===== src/rtl/dac_tx_sched.sv =====
// dac_tx_sched -- trigger-driven DAC transmit scheduler.
//
// Once armed (on a rising edge of arm), the block waits for a trigger from the
// capture side. It then emits rep_qty_min1+1 dac_tx pulses. Each pulse is
// TX_HOLD cycles wide. The first rise comes dly cycles after the trigger
// cycle + 1, and later rises follow at a fixed rise-to-rise period.
//
// Ports
//   dac_clk, dac_resetn : clock, async active-low reset
//   arm                 : control level; its 0->1 edge arms the scheduler
//   abort               : synchronous return to IDLE (highest priority)
//   trig                : single-cycle trigger pulse
//   dly                 : trigger -> first rise delay, in cycles
//   pd_min1             : rise-to-rise period minus 1
//   rep_qty_min1        : number of transmissions minus 1
//   dac_tx              : transmit strobe to the DAC FIFO
//   busy                : high whenever not IDLE
//   done                : one-cycle pulse after the last transmission
//   rep_cnt             : transmissions issued in the current run
//   trig_miss           : saturating count of triggers seen outside ARMED
//   state               : IDLE=0 ARMED=1 DELAY=2 TX=3 GAP=4
module dac_tx_sched #(
    parameter int DLY_W   = 16,
    parameter int PD_W    = 24,
    parameter int REP_W   = 16,
    parameter int TX_HOLD = 4
) (
    input  logic             dac_clk,
    input  logic             dac_resetn,
    input  logic             arm,
    input  logic             abort,
    input  logic             trig,
    input  logic [DLY_W-1:0] dly,
    input  logic [PD_W-1:0]  pd_min1,
    input  logic [REP_W-1:0] rep_qty_min1,
    output logic             dac_tx,
    output logic             busy,
    output logic             done,
    output logic [REP_W-1:0] rep_cnt,
    output logic [7:0]       trig_miss,
    output logic [2:0]       state
);

    typedef enum logic [2:0] {
        S_IDLE  = 3'd0,
        S_ARMED = 3'd1,
        S_DELAY = 3'd2,
        S_TX    = 3'd3,
        S_GAP   = 3'd4
    } state_t;

    localparam int               HOLD_W  = $clog2(TX_HOLD + 1);
    localparam logic [PD_W-1:0]  HOLD_PD = PD_W'(TX_HOLD);
    localparam logic [HOLD_W-1:0] HOLD_LD = HOLD_W'(TX_HOLD - 1);

    state_t             r_state, w_next;
    logic               r_arm_d;
    logic [DLY_W-1:0]   r_dcnt;
    logic [PD_W-1:0]    r_pd, r_pcnt;
    logic [REP_W-1:0]   r_rem, r_rep_cnt;
    logic [HOLD_W-1:0]  r_hold;
    logic [7:0]         r_miss;
    logic               r_tx, r_busy, r_done;

    logic               w_done, w_accept, w_tx_start;
    logic [PD_W-1:0]    w_pd_clamp, w_pd_use;

    // Period minus 1, floored at TX_HOLD so dac_tx always drops for at least
    // one cycle between pulses.
    assign w_pd_clamp = (pd_min1 < HOLD_PD) ? HOLD_PD : pd_min1;
    // On a dly=0 trigger the period register is not loaded yet, so take the
    // clamped input directly.
    assign w_pd_use   = (r_state == S_ARMED) ? w_pd_clamp : r_pd;

    always_comb begin
        w_next = r_state;
        w_done = 1'b0;
        case (r_state)
            S_IDLE:  if (arm && !r_arm_d) w_next = S_ARMED;
            S_ARMED: begin
                // trig beats a simultaneous arm drop
                if (trig)      w_next = (dly == '0) ? S_TX : S_DELAY;
                else if (!arm) w_next = S_IDLE;
            end
            S_DELAY: if (r_dcnt == '0) w_next = S_TX;
            S_TX: begin
                if (r_hold == '0) begin
                    if (r_rem == '0) begin
                        w_next = S_IDLE;
                        w_done = 1'b1;
                    end else begin
                        w_next = S_GAP;
                    end
                end
            end
            S_GAP:   if (r_pcnt == '0) w_next = S_TX;
            default: w_next = S_IDLE;
        endcase
        if (abort) begin
            w_next = S_IDLE;
            w_done = 1'b0;
        end
    end

    assign w_accept   = (r_state == S_ARMED) && trig && !abort;
    assign w_tx_start = (w_next == S_TX) && (r_state != S_TX);

    always_ff @(posedge dac_clk or negedge dac_resetn) begin
        if (!dac_resetn) begin
            r_state   <= S_IDLE;
            r_arm_d   <= 1'b0;
            r_tx      <= 1'b0;
            r_busy    <= 1'b0;
            r_done    <= 1'b0;
            r_rep_cnt <= '0;
            r_dcnt    <= '0;
            r_pd      <= '0;
            r_pcnt    <= '0;
            r_rem     <= '0;
            r_hold    <= '0;
            r_miss    <= '0;
        end else begin
            r_state <= w_next;
            r_arm_d <= arm;
            r_tx    <= (w_next == S_TX);
            r_busy  <= (w_next != S_IDLE);
            r_done  <= w_done;

            if (r_state == S_IDLE && w_next == S_ARMED) r_rep_cnt <= '0;
            else if (w_tx_start)                         r_rep_cnt <= r_rep_cnt + 1'b1;

            // Delay counter holds dly-1 so DELAY lasts exactly dly cycles.
            if (w_accept)                                r_dcnt <= dly - 1'b1;
            else if (r_state == S_DELAY && r_dcnt != '0) r_dcnt <= r_dcnt - 1'b1;

            if (w_accept) r_pd <= w_pd_clamp;

            if (w_accept)                           r_rem <= rep_qty_min1;
            else if (w_tx_start && r_state == S_GAP) r_rem <= r_rem - 1'b1;

            if (w_tx_start)                           r_hold <= HOLD_LD;
            else if (r_state == S_TX && r_hold != '0) r_hold <= r_hold - 1'b1;

            // Period counter runs across TX and GAP, reloaded on every rise.
            if (w_tx_start)
                r_pcnt <= w_pd_use;
            else if ((r_state == S_TX || r_state == S_GAP) && r_pcnt != '0)
                r_pcnt <= r_pcnt - 1'b1;

            if (trig && r_state != S_ARMED && r_miss != 8'hFF) r_miss <= r_miss + 1'b1;
        end
    end

    assign dac_tx    = r_tx;
    assign busy      = r_busy;
    assign done      = r_done;
    assign rep_cnt   = r_rep_cnt;
    assign trig_miss = r_miss;
    assign state     = r_state;

endmodule


===== config.mk =====
export PLATFORM = sky130hd
export DESIGN_NAME = dac_tx_sched
export DESIGN_NICKNAME = d
export VERILOG_FILES = /design/src/rtl/dac_tx_sched.sv
export SDC_FILE = /design/constraint.sdc
export NUM_CORES = 1
export LEC_CHECK = 0
export BUFFER_PORTS_ARGS = -buffer_cell sky130_fd_sc_hd__buf_2
export CAP_MARGIN = 20
export CORE_MARGIN = 2
export CORE_UTILIZATION = 60
export CTS_BUF_LIST = sky130_fd_sc_hd__clkbuf_4 sky130_fd_sc_hd__clkbuf_8
export CTS_CLUSTER_DIAMETER = 120
export DETAILED_ROUTE_END_ITERATION = 16
export HOLD_SLACK_MARGIN = 0.05
export PLACE_DENSITY = 0.81
export SLEW_MARGIN = 20
export SYNTH_ARGS = -nofsm -noshare
export SYNTH_HDL_FRONTEND = slang
export SYNTH_SLANG_ARGS = --single-unit

===== constraint.sdc =====
create_clock -name dac_clk -period 5.1 [get_ports dac_clk]
set_input_delay 0.51 -clock dac_clk [delete_from_list [all_inputs] [get_ports dac_clk]]
set_output_delay 0.51 -clock dac_clk [all_outputs]
set_load 0.05 [all_outputs]

==> flow_metrics.tcl, run 1 <==
set metrics [dict create \
    route.antenna.remaining_nets 0 \
    setup.worst_path.class "reg -> reg" \
    synth_nets 806 \
    crit_path_start_kind "flop" \
    ioPinCount 91 \
    synth_top_area_share_pct 42.18 \
    worst_slew_pin_slew_ns 1.080 \
    worstRegToRegCells 10 \
    critical_path.max_stage_delay_ns 0.61 \
    clock.fmax_mhz 266.6 \
    grt_pass1_vias 5844 \
    synthesis.instances 738 \
    syn-cell-area_mm2 0.006764 \
    cts_resized 0 \
    vias 5901 \
    worstHoldEndpoint "r_arm_d$_DFF_PN0_" \
    holdCritStartpoint "arm" \
    antennaDiodeCount 0 \
    numPortBuffers 90 \
    ir_worst_vdd_v 0.0003126 \
    cts-root-to-sink-buffers 2 \
    inserted_clock_buffers 17 \
    finalSetupViolCount 0 \
    firstDrtPassIters 5 \
    row_count 38 \
    wl_per_cell_um 17.23 \
    min_path_cells 1 \
    setup_total_negative_slack_ns 0 \
    timing.critical_path.to_type "flop" \
    postRouteWirelength_um 16690 \
    ys.warnings.count 0 \
    critical_path.slowest_cell "sky130_fd_sc_hd__dfrtp_1" \
    cp_max_fo 23 \
    initial_utilization_pct 61.85 \
    antenna_found_initial 0 \
    top_post_synthesis_cells_by_area "sky130_fd_sc_hd__dfrtp_1 (42%), sky130_fd_sc_hd__nand2_1 (6.8%), sky130_fd_sc_hd__mux2i_1 (6.7%)" \
    post-route-period-util_pct 73.55 \
    postSynthAreaPerCell_um2 9.165 \
    synth-edff-count 0 \
    critical_path.cell_chain "and4bb_2, nand2_2, mux2i_1, ha_1, or4b_1, nor4_1, a2bb2o_1, nor3_1, xnor2_1, mux2i_1" \
    gpl.final_weighted_congestion 0.9240 \
    tritoncts "yes" \
    overall_die_width_um 110.2 \
    ctsHtreeMaxLevel 4 \
    postLayoutSetupSlackWorst_ns 1.349 \
    critical_path_buf_inv_count 0 \
    drc_errors 0 \
    num-nets-final 886 \
    regToRegStartpoint "state[2]$_DFF_PN0_" \
    power-per-cell-area_mw_per_mm2 389.7 \
    post_synthesis_cell_type_count 74 \
    core_area_mm2 0.01094 \
    cp_num_cells 10 \
    maxSlewHeadroom_pct 27.51 \
    design.die.area_mm2 0.01214 \
    cts_root_buffer "sky130_fd_sc_hd__clkbuf_8" \
    timing.hold.worst.class "in -> reg" \
    critical-path-top-delay-family "simple AND/OR/NAND/NOR gates" \
    crit-reg2reg-capture "r_dcnt[12]$_DFFE_PN0P_" \
    ff2ff_setup_slack_ns 1.35 \
    drive_above_1_share_pct 19.42 \
    post-cts-setup-buffer-count 0 \
    pin_count_of_the_biggest_net_entering_global_routing 76 \
    grt_remaining_overflow 0 \
    synth_top_flop_cell "sky130_fd_sc_hd__dfrtp_1" \
    clock_latency_of_the_later_clocked_register_in_the_worst_skew_pair_ns 0.45 \
    total_leakage_power_nw 3.358 \
    post-route-min-period_ns 3.751 \
    postCtsHoldBufs 0 \
    synth-seq-area-share_pct 42.18 \
    synth_top_area_cell "sky130_fd_sc_hd__dfrtp_1" \
    detailedRoute.firstIterationViolations 481 \
    clkTransAtPathRegs_ns 0.07 \
    asyncSetResetFlopFracSynth_pct 100.0 \
    crit_top_cell "sky130_fd_sc_hd__mux2i_1" \
    route.detailed.vias_per_inst 6.090 \
    cts.sink_count 114 \
    die_h_um 110.2 \
    worst_clock_skew_ns 0.01247 \
    grt_first_pass_wirelength_um 27500 \
    status "finished clean" \
    arrival_ns 4.04 \
    final_util_pct 70.01 \
    final_count_of_hold_timing_violations 0 \
    drv_cap 0 \
    grt_setup_unrepaired "no" \
    yosys_register_bits 114 \
    hpwl_um 11680 \
    cp_data_required_time_ns 5.39 \
    fin_total_pwr_mw 2.984 \
    syn2layout_area_growth_pct 13.19 \
    timing.final.max_slew_violations 0 \
    grt_usage_pct 29.42 \
    post-place-ws_ns 1.281 \
]
metal layers:
metal / up-vias / share of wire, % / GRT usage [%]
met4: 0 / 1.8 / 10.18
met5: - / 0 / 0
li1: 2834 / - / -
met1: 2876 / 43 / 36.38
met2: 163 / 50 / 50.35
met3: 28 / 5.3 / 7.231
worst max-delay path by stage:
stage / endpoint / slack (ns) / startpoint
after floorplan: r_dcnt[12]$_DFFE_PN0P_ / 1.13 / abort
after CTS: r_dcnt[12]$_DFFE_PN0P_ / 1.40 / state[2]$_DFF_PN0_
after global placement: r_dcnt[12]$_DFFE_PN0P_ / 1.42 / abort
after detailed placement: r_dcnt[12]$_DFFE_PN0P_ / 1.28 / abort
final: r_dcnt[12]$_DFFE_PN0P_ / 1.35 / state[2]$_DFF_PN0_
after global routing: r_dcnt[12]$_DFFE_PN0P_ / 1.02 / state[2]$_DFF_PN0_
cell families after synthesis:
kind of cell / count (synthesis) / share of synthesized area, %
and+or+nand+nor: 341 / 26.58
AOI/OAI and AO/OA: 116 / 11.38
DFF: 114 / 42.18
xor gates and xnor gates: 57 / 7.381
muxes: 54 / 8.158
buffers and inverters: 49 / 3.033
adders and majority gates: 7 / 1.295
cell usage in the layout (no fill, tap or decap), types with 3 or more instances in the layout:
master / count
sky130_fd_sc_hd__a211oi_1: 6
sky130_fd_sc_hd__a21oi_1: 30
sky130_fd_sc_hd__a31oi_1: 8
sky130_fd_sc_hd__and2_1: 6
sky130_fd_sc_hd__and3_1: 10
sky130_fd_sc_hd__buf_2: 89
sky130_fd_sc_hd__buf_4: 6
sky130_fd_sc_hd__clkbuf_4: 3
sky130_fd_sc_hd__clkbuf_8: 22
sky130_fd_sc_hd__clkinv_2: 4
sky130_fd_sc_hd__dfrtp_1: 114
sky130_fd_sc_hd__ha_1: 7
sky130_fd_sc_hd__inv_1: 14
sky130_fd_sc_hd__mux2_2: 7
sky130_fd_sc_hd__mux2i_1: 45
sky130_fd_sc_hd__nand2_1: 122
sky130_fd_sc_hd__nand2b_1: 6
sky130_fd_sc_hd__nand3_1: 19
sky130_fd_sc_hd__nand4_1: 14
sky130_fd_sc_hd__nor2_1: 50
sky130_fd_sc_hd__nor2b_1: 5
sky130_fd_sc_hd__nor3_1: 26
sky130_fd_sc_hd__nor3_4: 3
sky130_fd_sc_hd__nor4_1: 23
sky130_fd_sc_hd__nor4_2: 4
sky130_fd_sc_hd__o21a_1: 3
sky130_fd_sc_hd__o21ai_0: 23
sky130_fd_sc_hd__o21ai_1: 4
sky130_fd_sc_hd__o31ai_1: 15
sky130_fd_sc_hd__or3_1: 12
sky130_fd_sc_hd__or3b_2: 3
sky130_fd_sc_hd__or4_1: 16
sky130_fd_sc_hd__xnor2_1: 27
sky130_fd_sc_hd__xor2_1: 30
area by class of cell:
| class | instances | area [um^2] |
|---|---|---|
| tap | 140 | 175.2 |
| clock inverter | 5 | 27.53 |
| multi-input combinational | 575 | 3729 |
| inverter | 15 | 56.30 |
| clock buffer | 25 | 325.3 |
| timing repair buffer | 95 | 490.5 |
| sequential | 114 | 2853 |
| fill | 854 | 3279 |
Yosys cell counts (19+ instances only):
| cell | number |
|---|---|
| sky130_fd_sc_hd__nor2_1 | 51 |
| sky130_fd_sc_hd__nand3_1 | 19 |
| sky130_fd_sc_hd__nor4_1 | 23 |
| sky130_fd_sc_hd__nor3_1 | 26 |
| sky130_fd_sc_hd__clkbuf_1 | 22 |
| sky130_fd_sc_hd__o21ai_0 | 24 |
| sky130_fd_sc_hd__xnor2_1 | 27 |
| sky130_fd_sc_hd__nand2_1 | 123 |
| sky130_fd_sc_hd__a21oi_1 | 30 |
| sky130_fd_sc_hd__xor2_1 | 30 |
| sky130_fd_sc_hd__mux2i_1 | 45 |
| sky130_fd_sc_hd__dfrtp_1 | 114 |
report_power, final:
part / switching, mW / total (mW) / internal (mW)
sequential: 0.275 / 1.43 / 1.16
clock: 0.359 / 0.767 / 0.408
combinational: 0.452 / 0.784 / 0.332
worst reg2reg max path, delay by kind of cell, from the launching register on:
| family | cells | cell delay (ns) |
|---|---|---|
| simple gates | 5 | 1.82 |
| mux | 2 | 0.34 |
| compound gates | 1 | 0.44 |
| xor+xnor | 1 | 0.14 |
| flops | 1 | 0.61 |
| fa+ha+maj | 1 | 0.25 |
sequential cells by signal, indices dropped and copies added, names as in the netlist, 3 cells and up:
| name | count |
|---|---|
| r_dcnt | 16 |
| r_pd | 24 |
| state | 3 |
| r_hold | 3 |
| r_pcnt | 24 |
| rep_cnt | 16 |
| trig_miss | 8 |
| r_rem | 16 |
stage by stage:
| step | hold slack (ns) | cell area [um^2] | std cells |
|---|---|---|---|
| after floorplan | 0.2144 | 6764 | 738 |
| after global placement | 0.4536 | 7297 | 939 |
| after detailed placement | 0.4622 | 7297 | 939 |
| after CTS | 0.1666 | 7650 | 969 |
| after global routing | 0.1671 | 7656 | 969 |
| final | 0.1831 | 7656 | 969 |
Power figures use the tool's default switching activity.
==> inputs of run 2 (changes only) <==
Clock period 5.1 ns to 3.7 ns, I/O delays scaled along.
==> run 2 against run 1 <==
Effect of this change:
- critical path depth did not move
- non-clock buffer count up 6
- first-iteration DRC count up 8.3%
- sequential power grew 38%
- clock-buffer cell count fell by 5
- fmax increased by 11%
- clock power increased by 58%
- setup slack lost 1.0 ns
- sequential cell count did not move
- global-route usage fell by 0.79 points
- wire length down 2.3%
==> flow_metrics.tcl, run 2 (synthesized netlist as in run 1, its figures left out) <==
set metrics [dict create \
    arrival_ns 3.69 \
    timing.hold.worst.class "in -> reg" \
    post-route-period-util_pct 91.16 \
    final_util_pct 71.09 \
    antenna_found_initial 0 \
    top_library_cells_by_usage_in_the_layout_fill_and_taps_aside "sky130_fd_sc_hd__nand2_1 (122), sky130_fd_sc_hd__dfrtp_1 (111), sky130_fd_sc_hd__buf_2 (89), sky130_fd_sc_hd__nor2_1 (50), sky130_fd_sc_hd__mux2i_1 (45)" \
    worstRegToRegCells 10 \
    maxSlewHeadroom_pct 40.33 \
    power-per-cell-area_mw_per_mm2 550.0 \
    drv_cap 0 \
    post-place-ws_ns 0.2683 \
    clock.fmax_mhz 296.5 \
    ctsHtreeMaxLevel 4 \
    route.detailed.vias_per_inst 6.064 \
    min_path_cells 3 \
    firstDrtPassIters 5 \
    grt_pass1_vias 5713 \
    final_count_of_hold_timing_violations 0 \
    postLayoutSetupSlackWorst_ns 0.3271 \
    total_leakage_power_nw 3.409 \
    syn2layout_area_growth_pct 14.93 \
    route.antenna.remaining_nets 0 \
    grt_usage_pct 28.64 \
    power_frac_clock_pct 28.3 \
    tritoncts "yes" \
    crit_path_start_kind "flop" \
    timing.final.max_slew_violations 0 \
    wl_per_cell_um 16.70 \
    status "finished clean" \
    cts.sink_count 114 \
    num-nets-final 892 \
    detailedRoute.firstIterationViolations 521 \
    worst_slew_pin_slew_ns 0.8951 \
    internal-power_mw 2.756 \
    cp_max_fo 15 \
    overall_die_width_um 110.2 \
    initial_utilization_pct 61.85 \
    numPortBuffers 90 \
    gpl.final_weighted_congestion 0.9406 \
    count_of_non_filler_cells_in_the_finished_layout 977 \
    worst_clock_skew_ns 0.008484 \
    drc_errors 0 \
    hpwl_um 11470 \
    post-route-min-period_ns 3.373 \
    clkTransAtPathRegs_ns 0.07 \
    reg.largest.list "r_pcnt (24), r_pd (24)" \
    net-switching-power_mw 1.520 \
    inserted_clock_buffers 17 \
    setup_total_negative_slack_ns 0 \
    core_area_mm2 0.01094 \
    setup.worst_path.class "reg -> reg" \
    postRouteWirelength_um 16310 \
    timing.critical_path.to_type "flop" \
    cts_root_buffer "sky130_fd_sc_hd__clkbuf_8" \
    pin_count_of_the_biggest_net_entering_global_routing 80 \
    row_count 38 \
    cts-root-to-sink-buffers 2 \
    cp_data_required_time_ns 4.02 \
    ir_worst_vdd_v 0.0004267 \
    power_switching_share_pct 35.55 \
    antennaDiodeCount 0 \
    grt_first_pass_wirelength_um 26820 \
    grt_setup_unrepaired "no" \
    power_frac_seq_pct 46.1 \
    ioPinCount 91 \
    grt_remaining_overflow 0 \
    clock_latency_of_the_later_clocked_register_in_the_worst_skew_pair_ns 0.45 \
    design.die.area_mm2 0.01214 \
    drive_above_1_share_pct 20.43 \
    placed_cells_incl_taps 943 \
    final_common_cell "sky130_fd_sc_hd__nand2_1" \
    part_of_the_total_power_dissipated_in_combinational_logic_pct 25.6 \
    die_h_um 110.2 \
    vias 5925 \
    finalSetupViolCount 0 \
]
-- run 2: cell types whose count changed in the layout (fill, tap and decap cells not counted), sizes merged --
cell,change
clkbuf,-5
buf,+4
clkinv,+4
bufinv,+3
dlygate4sd3,+2
-- run 2: stage by stage --
step | area (um^2) | power, mW | hold slack (ns)
final | 7774 | 4.276 | 0.1292
after global routing | 7774 | 4.522 | 0.1272
after CTS | 7754 | 4.282 | 0.1145
after detailed placement | 7337 | 3.058 | 0.4543
after global placement | 7337 | 2.980 | 0.4516
after floorplan | 6778 | 2.718 | 0.07441
-- run 2: metal layers --
metal  up-vias  share of wire, %  GRT usage (%)
li1       2836                 -              -
met1      2864                44          36.90
met2       199                49          46.89
met3        26               5.6          6.702
met4         0               1.5          11.25
met5         -                 0              0
-- run 2: area by class of cell --
cell class                      instances  area [um^2]
Multi-Input combinational cell        575         3735
Fill cell                             842         3162
Sequential cell                       114         2856
Timing Repair Buffer                  101        544.3
Clock buffer                           20        269.0
Tap cell                              140        175.2
Clock inverter                         12        137.6
Inverter                               15        56.30
-- run 2: what timing repair did --
action | in CTS | in global routing
setup buffers | 0 | 0
hold endpoints to repair | 1 | 77
hold buffers | 1 | 1
resized for setup | 0 | 0
endpoints found under the setup margin | 0 | 0
-- run 2: power by group through the flow --
stage	logic, mW	registers (mW)	clock network (mW)
after global placement	1.03	1.95	0
after floorplan	0.689	2.03	0
final	1.09	1.97	1.21
after detailed placement	1.08	1.98	0
after CTS	1.10	1.96	1.22
after global routing	1.22	2.02	1.29
-- run 2: worst max-delay path, stage by stage (launching register included) --
cell and delay (ns):
sky130_fd_sc_hd__dfrtp_2 0.49, sky130_fd_sc_hd__and4bb_2 0.41, sky130_fd_sc_hd__nand2_2 0.12, sky130_fd_sc_hd__mux2i_1 0.20, sky130_fd_sc_hd__ha_1 0.26, sky130_fd_sc_hd__or4b_1 0.50
sky130_fd_sc_hd__a211oi_1 0.36, sky130_fd_sc_hd__a2bb2o_1 0.45, sky130_fd_sc_hd__nor4_2 0.22, sky130_fd_sc_hd__xnor2_1 0.15, sky130_fd_sc_hd__mux2i_1 0.08
-- run 2: final timing paths --
kind	end	start	slack (ns)
min in group asynchronous	rep_cnt[4]$_DFFE_PN0P_	dac_resetn	0.52
min reg2reg	r_pd[5]$_DFFE_PN0N_	r_pd[5]$_DFFE_PN0N_	0.47
min	r_rem[0]$_DFFE_PN0P_	rep_qty_min1[0]	0.13
max	r_dcnt[12]$_DFFE_PN0P_	state[2]$_DFF_PN0_	0.33
max in group asynchronous	r_pd[11]$_DFFE_PN0N_	dac_resetn	2.36
max reg2reg	r_dcnt[12]$_DFFE_PN0P_	state[2]$_DFF_PN0_	0.33
==> inputs of run 3 (changes only) <==
Settings changed: ABC_AREA set to 1, CELL_PAD_IN_SITES_DETAIL_PLACEMENT set to 0, CELL_PAD_IN_SITES_GLOBAL_PLACEMENT set to 1, CORE_UTILIZATION 60 to 44.
==> run 3 against run 2 <==
Effect of this change:
- fmax is 16% higher
- cell count is 40% higher
- cell area is 6.6% higher
- clock skew is 0.0023 ns higher
- clock-buffer cell count is 5 higher
- first-iteration DRC count is 16% lower
- hold slack worse by 0.042 ns
- highest routed layer unchanged
- critical path depth is 3 higher
- largest cell class unchanged
- synthesized cell count is 42% higher
- synthesized area is 8.2% higher
- total power is 12% higher
==> flow_metrics.tcl, run 3 <==
set metrics [dict create \
    status "finished clean" \
    synth_top_flop_cell "sky130_fd_sc_hd__dfrtp_1" \
    routedLengthMet1_um 9511 \
    timing.hold.worst.class "in -> async" \
    postRouteWirelength_um 18880 \
    critical_path.max_stage_delay_ns 0.44 \
    synth_top_area_share_pct 38.99 \
    syn2layout_area_growth_pct 13.30 \
    synth.mux.area_fraction_pct 0.1539 \
    main_combinational_cell_family_by_area_after_synthesis "simple AND/OR/NAND/NOR gates" \
    final_util_pct 50.53 \
    timing.critical_path.to_type "flop" \
    gpl.final_weighted_congestion 0.8518 \
    clkTransAtPathRegs_ns 0.07 \
    ioPinCount 91 \
    setup.worst_path.class "reg -> reg" \
    initial_utilization_pct 44.60 \
    top_library_cells_by_usage_in_the_layout_fill_and_taps_aside "sky130_fd_sc_hd__nand2_1 (310), sky130_fd_sc_hd__inv_1 (129), sky130_fd_sc_hd__dfrtp_1 (114), sky130_fd_sc_hd__nor2_1 (107), sky130_fd_sc_hd__o21ai_0 (101)" \
    pin_count_of_the_biggest_net_entering_global_routing 72 \
    cts.sink_count 114 \
    power_frac_clock_pct 22.3 \
    ys.warnings.count 0 \
    design.die.area_mm2 0.01768 \
    vias 6766 \
    synth-seq-area-share_pct 38.99 \
    synth-edff-count 0 \
    placed_cells_incl_taps 1334 \
    part_of_the_total_power_dissipated_in_combinational_logic_pct 36.6 \
    post_synthesis_cell_type_count 42 \
    count_of_non_filler_cells_in_the_finished_layout 1365 \
    fin_total_pwr_mw 4.807 \
    num-nets-final 1201 \
    num-fill-cells 1691 \
    drive_above_1_share_pct 15.38 \
    power_switching_share_pct 41.26 \
    grt_pass1_vias 6308 \
    most_frequent_cell_after_synthesis "sky130_fd_sc_hd__nand2_1" \
    internal-power_mw 2.824 \
    cts-root-to-sink-buffers 2 \
    firstDrtPassIters 7 \
    overall_die_width_um 133.0 \
    synth_nets 1119 \
    detailedRoute.firstIterationViolations 437 \
    net-switching-power_mw 1.983 \
    synth_common_cells "sky130_fd_sc_hd__nand2_1 (310), sky130_fd_sc_hd__inv_1 (129), sky130_fd_sc_hd__dfrtp_1 (114), sky130_fd_sc_hd__nor2_1 (107), sky130_fd_sc_hd__o21ai_0 (101)" \
    reg.largest.list "r_pcnt (24), r_pd (24)" \
    cp_data_required_time_ns 4.03 \
    grt_remaining_overflow 0 \
    clock.fmax_mhz 343.9 \
    highest-signal-layer "met4" \
    multiInputGateArea_mm2 0.003775 \
    core_area_mm2 0.01641 \
    synthesis.instances 1051 \
    arrival_ns 3.24 \
    grt_first_pass_wirelength_um 31330 \
    wl_per_cell_um 13.83 \
    synth_top_area_cell "sky130_fd_sc_hd__dfrtp_1" \
    synthAdderAreaFrac_pct 1.197 \
    crit_top_cell "sky130_fd_sc_hd__nand2_1" \
    cp_max_fo 42 \
    top_post_synthesis_cells_by_area "sky130_fd_sc_hd__dfrtp_1 (39%), sky130_fd_sc_hd__nand2_1 (16%), sky130_fd_sc_hd__o21ai_0 (6.9%)" \
    tritoncts "yes" \
    route.antenna.remaining_nets 0 \
    worst_slew_pin_slew_ns 0.9601 \
    crit_path_start_kind "flop" \
    final_count_of_hold_timing_violations 0 \
    synth_compound_gate_area_share_pct 12.33 \
    syn-cell-area_mm2 0.007317 \
    area_occupied_by_registers_mm2 0.002853 \
    grt_usage_pct 22.19 \
    power_frac_seq_pct 41.1 \
    finalSetupViolCount 0 \
    setup_total_negative_slack_ns 0 \
    synth_simple_gate_area_share_pct 34.35 \
    post-route-period-util_pct 78.59 \
    drc_errors 0 \
    ir_worst_vdd_v 0.0002794 \
    cts_root_buffer "sky130_fd_sc_hd__clkbuf_8" \
    post-route-min-period_ns 2.908 \
    total_leakage_power_nw 4.267 \
    postSynthAreaPerCell_um2 6.962 \
    postCtsHoldBufs 0 \
    antenna_found_initial 1 \
    clock_latency_of_the_later_clocked_register_in_the_worst_skew_pair_ns 0.44 \
    drv_cap 0 \
    maxSlewHeadroom_pct 36.00 \
    row_count 47 \
    xor_xnor_cell_area_share_of_the_yosys_netlist_pct 3.471 \
    final_common_cell "sky130_fd_sc_hd__nand2_1" \
    regToRegStartpoint "state[2]$_DFF_PN0_" \
    power-per-cell-area_mw_per_mm2 579.9 \
    critical_path.cell_chain "inv_2, nand3_4, inv_2, nand3_4, o21ai_1, ha_1, nand2_1, nor2_2, nand2_1, nor2_1, nand2_1, nand3_1, nand2_1" \
    die_h_um 133.0 \
    critical_path.slowest_cell "sky130_fd_sc_hd__dfrtp_1" \
    cts_resized 0 \
    yosys_register_bits 114 \
    asyncSetResetFlopFracSynth_pct 100.0 \
    worstSetupStartpoint "state[2]$_DFF_PN0_" \
    inserted_clock_buffers 17 \
    post-cts-setup-buffer-count 0 \
    numPortBuffers 90 \
    ctsHtreeMaxLevel 4 \
    met2RoutedLength_um 8456 \
    timing.final.max_slew_violations 0 \
    route.detailed.vias_per_inst 4.957 \
    met3_wirelength_um 635 \
    hpwl_um 13680 \
    worst_clock_skew_ns 0.01083 \
    grt_setup_unrepaired "no" \
]
==> run 3: changes by cell type after synthesis, sizes merged, moves of 12 or more <==
cell / previous run / this run
a21oi: 30 / 11
inv: 14 / 135
mux2i: 45 / 0
nand2: 123 / 316
nand3: 20 / 72
nor2: 52 / 117
nor3: 31 / 19
nor4: 28 / 7
o21ai: 28 / 129
or3: 12 / 0
or4: 18 / 0
xnor2: 27 / 8
==> run 3: cell type report <==
cell class | count | area share (%)
well taps | 220 | 3.320
clock buffers | 25 | 3.924
clock inverters | 5 | 0.3320
diodes | 1 | 0.03018
repair buffers | 98 | 6.339
inverters | 135 | 6.112
flip-flops and latches | 114 | 34.41
multi-input cells | 767 | 45.53
==> run 3: cell families (layout without fill, tap and decap cells) <==
logic type,Yosys count,after routing
simple gates,569,569
buf+inv,170,263
compound gates,161,161
flops,114,114
xor+xnor,29,29
fa+ha+maj,7,7
mux,1,1
other cells,0,1
==> run 3: path summary, 6_finish.rpt <==
check / endpoint / slack [ns] / cells past startpoint
setup / recovery: r_dcnt[12]$_DFFE_PN0P_ / 0.79 / 13
hold / removal: r_dcnt[8]$_DFFE_PN0P_ / 0.09 / 1
setup reg to reg: r_dcnt[12]$_DFFE_PN0P_ / 0.79 / 13
hold reg to reg: r_pd[5]$_DFFE_PN0N_ / 0.48 / 2
max in group asynchronous: r_pd[14]$_DFFE_PN0N_ / 2.83 / 2
min in group dac_clk: r_arm_d$_DFF_PN0_ / 0.09 / 1
==> run 3: through the flow <==
step | cell area (um^2) | hold WS (ns) | setup slack (ns)
after detailed placement | 7935 | 0.4697 | 0.8299
after global placement | 7935 | 0.4606 | 0.9145
after CTS | 8288 | 0.05379 | 0.7808
after global routing | 8288 | 0.06806 | 0.4691
after floorplan | 7317 | 0.07441 | 1.400
final | 8290 | 0.08767 | 0.7921
==> run 3: layer usage <==
metal,vias to the layer above,GRT usage (%)
met1,3101,31.46
met4,0,6.392
met5,-,0
met2,117,34.48
li1,3531,-
met3,17,4.483
==> run 3: power by group through the flow <==
stage / sequential, mW / combinational [mW] / clock [mW]
global route: 2.03 / 2.04 / 1.15
finish: 1.98 / 1.76 / 1.07
detailed placement: 1.99 / 1.76 / 0
CTS: 1.97 / 1.77 / 1.11
floorplan: 2.07 / 1.24 / 0
global placement: 1.99 / 1.75 / 0
==> run 3: worst max-delay path: cells and delay by family, from the launching register on <==
| family | cells | cell delay, ns |
|---|---|---|
| AND/OR/NAND/NOR | 9 | 1.38 |
| flip-flops | 1 | 0.44 |
| AO/OA/AOI/OAI | 1 | 0.42 |
| buffers and inverters | 2 | 0.31 |
| adder cells (fa/ha/maj) | 1 | 0.25 |
